`src/rtl/regfile_scoreboard.sv`:
```
// Integer register file with NUM_RD combinational read ports, one write port and a busy scoreboard.
// Define REGFILE_BYPASS_EN to forward same-cycle writeback data onto the read ports.
module regfile_scoreboard #(
  parameter int XLEN   = 32,
  parameter int DEPTH  = 32,
  parameter int NUM_RD = 2,
  parameter int AW     = 5
) (
  input  logic                   clk,
  input  logic                   reset,
  input  logic [NUM_RD*AW-1:0]   rd_addr_i,
  output logic [NUM_RD*XLEN-1:0] rd_data_o,
  output logic [NUM_RD-1:0]      rd_busy_o,
  input  logic                   wr_en_i,
  input  logic [AW-1:0]          wr_addr_i,
  input  logic [XLEN-1:0]        wr_data_i,
  input  logic                   iss_en_i,
  input  logic [AW-1:0]          iss_rd_i,
  output logic [AW:0]            busy_cnt_o
);

  logic [XLEN-1:0] regs_q [DEPTH];
  logic [DEPTH-1:0] busy_q, busy_d;
  logic [AW:0]      busy_cnt_q, busy_cnt_d;
  logic             wr_ok_s, iss_ok_s;
  logic [AW-1:0]    ra_s;

  // Register 0 and out-of-range addresses are never writable, issuable or busy.
  function automatic logic addr_ok(input logic [AW-1:0] a);
    return (a != {AW{1'b0}}) && (32'(a) < 32'(DEPTH));
  endfunction

  function automatic logic [AW:0] popcount(input logic [DEPTH-1:0] v);
    logic [AW:0] cnt;
    cnt = {(AW+1){1'b0}};
    for (int k = 0; k < DEPTH; k++) begin
      cnt = cnt + {{AW{1'b0}}, v[k]};
    end
    return cnt;
  endfunction

  assign wr_ok_s    = wr_en_i && addr_ok(wr_addr_i);
  assign iss_ok_s   = iss_en_i && addr_ok(iss_rd_i);
  assign busy_cnt_o = busy_cnt_q;

  // Scoreboard next state: writeback clears first, issue sets afterwards so the newer producer wins.
  always_comb begin
    busy_d = busy_q;
    if (wr_ok_s) begin
      busy_d[wr_addr_i] = 1'b0;
    end else begin
      busy_d = busy_d;
    end
    if (iss_ok_s) begin
      busy_d[iss_rd_i] = 1'b1;
    end else begin
      busy_d = busy_d;
    end
    busy_cnt_d = popcount(busy_d);
  end

  // Combinational read ports, optionally forwarding the writeback in flight.
  always_comb begin
    rd_data_o = {(NUM_RD*XLEN){1'b0}};
    rd_busy_o = {NUM_RD{1'b0}};
    ra_s      = {AW{1'b0}};
    for (int i = 0; i < NUM_RD; i++) begin
      ra_s = rd_addr_i[i*AW +: AW];
      if (addr_ok(ra_s)) begin
`ifdef REGFILE_BYPASS_EN
        if (wr_ok_s && (wr_addr_i == ra_s)) begin
          rd_data_o[i*XLEN +: XLEN] = wr_data_i;
          rd_busy_o[i]              = iss_ok_s && (iss_rd_i == ra_s);
        end else begin
          rd_data_o[i*XLEN +: XLEN] = regs_q[ra_s];
          rd_busy_o[i]              = busy_q[ra_s];
        end
`else
        rd_data_o[i*XLEN +: XLEN] = regs_q[ra_s];
        rd_busy_o[i]              = busy_q[ra_s];
`endif
      end else begin
        rd_data_o[i*XLEN +: XLEN] = {XLEN{1'b0}};
        rd_busy_o[i]              = 1'b0;
      end
    end
  end

  // Architectural state and scoreboard; reset wipes everything immediately.
  always_ff @(posedge clk or posedge reset) begin
    if (reset) begin
      for (int k = 0; k < DEPTH; k++) begin
        regs_q[k] <= {XLEN{1'b0}};
      end
      busy_q     <= {DEPTH{1'b0}};
      busy_cnt_q <= {(AW+1){1'b0}};
    end else begin
      busy_q     <= busy_d;
      busy_cnt_q <= busy_cnt_d;
      if (wr_ok_s) begin
        regs_q[wr_addr_i] <= wr_data_i;
      end
    end
  end

endmodule
```
`config.mk`:
```
export PLATFORM = sky130hd
export DESIGN_NAME = regfile_scoreboard
export DESIGN_NICKNAME = d
export VERILOG_FILES = /design/src/rtl/regfile_scoreboard.sv
export SDC_FILE = /design/constraint.sdc
export NUM_CORES = 2
export LEC_CHECK = 0
export BUFFER_PORTS_ARGS = -buffer_cell sky130_fd_sc_hd__buf_2
export CORE_MARGIN = 3
export CORE_UTILIZATION = 39
export CTS_CLUSTER_DIAMETER = 200
export CTS_CLUSTER_SIZE = 8
export DETAILED_ROUTE_END_ITERATION = 16
export PLACE_DENSITY = 0.57
export SYNTH_ARGS = -nofsm -noshare
export SYNTH_HDL_FRONTEND = slang
export SYNTH_SLANG_ARGS = --single-unit
```
`constraint.sdc`:
```
create_clock -name clk -period 32.4 [get_ports clk]
set_clock_uncertainty 0.15 [all_clocks]
set_input_delay 3.24 -clock clk [delete_from_list [all_inputs] [get_ports clk]]
set_output_delay 3.24 -clock clk [all_outputs]
set_load 0.01 [all_outputs]
```
==> results.toml <==
[pwr]
power.total_mw = 4.40
internal-power_mw = 3.11
power.leakage_nw = 27.3
p_seq_share_pct = 40.5
p_clk_share_pct = 32.2
switchingPower_mw = 1.30
pwr-share-comb_pct = 27.3
ir_drop_v = 0.000376
p_per_area_mw_per_mm2 = 69.6
swShare_pct = 29.4

[synth]
synthCells = 3850
synthArstFlopShare_pct = 100
synth.top_cell.area_share_pct = 46.4
yosysUniqueCellTypes = 48
synth_edf_count = 0
synthFlopType = "dfrtp_1"
synth_warnings = 0
yosys-top-cells-area = "dfrtp_1, mux2_2, mux4_2, mux2i_1, buf_2"
syn-mean-instance-area_sq_um = 14.9
yosys.area.top_type = "dfrtp_1"
netlist_area_sq_mm = 0.0573
ys_ff_latch = 1062
synth_nets = 3937
seq_area_frac_synth_pct = 46.4

[sta]
timing.fmax_mhz = 92.6
slew_headroom_pct = 18.2
rsz0062_at_grt = "no"
hold_violations = 0
tightest_slew_ns = 1.23
final.setup.tns_ns = 0
finalCriticalPeriod_ns = 10.80
setup_viol = 0
slew_violations = 0
finalCritPeriodShare_pct = 33.3
setup_ws_ns = 21.60

[critical_path]
cp-end-kind = "output port"
crit_top_cell = "buf_4"
crit_fanout = 30
slowest_stage = "buf_4"
slowest_delay_ns = 0.75
worstPathCellList = "buf_6, buf_4, buf_4, or4_2, buf_4, o21ai_0, a311oi_1, buf_2"
critPathKind = "primary input to output port"
cp-start-kind = "primary input"
worstPathRequired_ns = 29.01
arrival_ns = 7.41

[clocking]
cts_resized = 0
cts_tree = "done"
clock_sinks = 1062
clock_path_buffers = 3
worstSkewPairLatency_ns = 0.76
cts_root_buf = "clkbuf_16"
post_cts_buffers = 0
htreeDepth = 4
holdBufCountCts = 0
numCtsBuffers = 150
path_clk_slew_ns = 0.05

[layout]
final_cell_mix = "dfrtp_1, mux2_2, mux4_2, clkbuf_16, mux2i_1"
area_growth_pct = 10.4
layout-drive-gt1-share_pct = 51.1
multi_input_area_sq_mm = 0.0288
final_common_cell = "dfrtp_1"
layout.nets = 3861
register_area_sq_mm = 0.0266
nFillCells = 13254

[floorplan]
start_util_pct = 39.3
dieArea_sq_mm = 0.152
fp.dieH_um = 389
dieWidth_um = 389
fp.coreArea_sq_mm = 0.146
io_pins = 128
rows = 140

[global_route]
antenna_found_initial = 9
grt_usage_pct = 25.0
grt_first_pass_wirelength_um = 274000
grt_pass1_vias = 37524
grt_overflow = 0
grt_max_degree = 135

[place]
hpwl_um = 101000
place_ws_ns = 21.65
place_congestion = 0.771
port_buffers = 127

[route]
wl_um = 189000
wl_per_cell_um = 33.1
drc = 0
viasPerCell = 6.34
dr.pass1.iters = 5
drtIter0Drc = 3324
vias = 36189
postRouteAntennaNets = 0

[job]
max_cap_viol_count = 0

[hold_path]
min_path_type = "flop to flop"

[run_status]
status = "completed"
==> sequential cells by signal, indices dropped and copies added, names as in the netlist <==
register and count:
regs_q 1024, busy_cnt_o 6, busy_q 32
==> metrics by stage <==
| step | cells | util, % | hold WS (ns) | instance area [sq um] |
|---|---|---|---|---|
| floorplan | 3850 | - | 0.291 | 57300 |
| global placement | 5539 | 40.7 | 0.227 | 59200 |
| detailed placement | 5539 | 40.7 | 0.233 | 59200 |
| CTS | 5705 | 43.4 | 0.244 | 63300 |
| global route | 5706 | 43.4 | 0.252 | 63300 |
| finish | 5706 | 43.4 | 0.242 | 63300 |
==> critical path, delay by kind of cell <==
kind / cells / cell delay [ns]
AOI/OAI and AO/OA: 2 / 0.91
and+or+nand+nor: 1 / 0.71
buffers and inverters: 5 / 2.47
==> final cells by class <==
cell class                      instances  share of cell area [%]
Inverter                               37                   0.233
Antenna cell                            1                 0.00396
Sequential cell                      1062                    42.0
Clock inverter                          9                   0.160
Multi-Input combinational cell       2308                    45.4
Clock buffer                          157                    6.19
Tap cell                             1917                    3.79
Timing Repair Buffer                  215                    2.17
==> cell usage after synthesis (all sizes together), types with 3 or more instances <==
library cell / instances
a22oi: 78
nor3b: 5
o21ai: 122
mux4: 462
buf: 219
and2: 4
mux2i: 132
o21a: 3
clkbuf: 224
dfrtp: 1062
ha: 7
nand2: 65
a22o: 21
a311oi: 66
nor2b: 73
fa: 24
a221oi: 49
inv: 37
xnor2: 3
nor2: 19
a211oi: 66
mux2: 1058
nor3: 7
nand2b: 6
o2111ai: 17
==> final timing paths <==
check,startpoint,end,slack [ns],depth (start not counted)
worst max-delay path,rd_addr_i[0],rd_data_o[1],21.60,8
worst min-delay path,regs_q[992],regs_q[992],0.24,0
worst max register to register,busy_q[17],busy_cnt_o[4],27.14,18
worst min register to register,regs_q[992],regs_q[992],0.24,0
max in group asynchronous,reset,regs_q[457],25.19,7
min in group asynchronous,reset,busy_q[1],2.28,2
==> metal layers <==
layer | up-vias | wire [um] | GRT usage, %
li1 | 14672 | - | -
met1 | 19840 | 79300 | 33.6
met2 | 1330 | 89900 | 39.7
met3 | 341 | 13300 | 6.14
met4 | 6 | 6390 | 8.32
met5 | - | 42 | 0
==> power groups by stage <==
stage	combinational [mW]	sequential [mW]	clock [mW]
final	1.20	1.78	1.42
after global routing	1.33	1.81	1.50
after CTS	1.22	1.77	1.45
after detailed placement	1.21	1.79	0
after global placement	1.19	1.78	0
after floorplan	0.954	1.74	0
==> cells by family (layout without fill, tap and decap cells) <==
logic type | count (synthesis) | in the layout | share of synthesized area [%]
adders and majority gates | 31 | 31 | 0.991
xor gates and xnor gates | 3 | 3 | 0.0459
other | 0 | 1 | 0
AOI/OAI and AO/OA | 430 | 430 | 5.44
DFF | 1062 | 1062 | 46.4
and+or+nand+nor | 192 | 192 | 1.82
buffers and inverters | 480 | 418 | 3.87
muxes | 1652 | 1652 | 41.4
(Power assumes the default switching activity.)
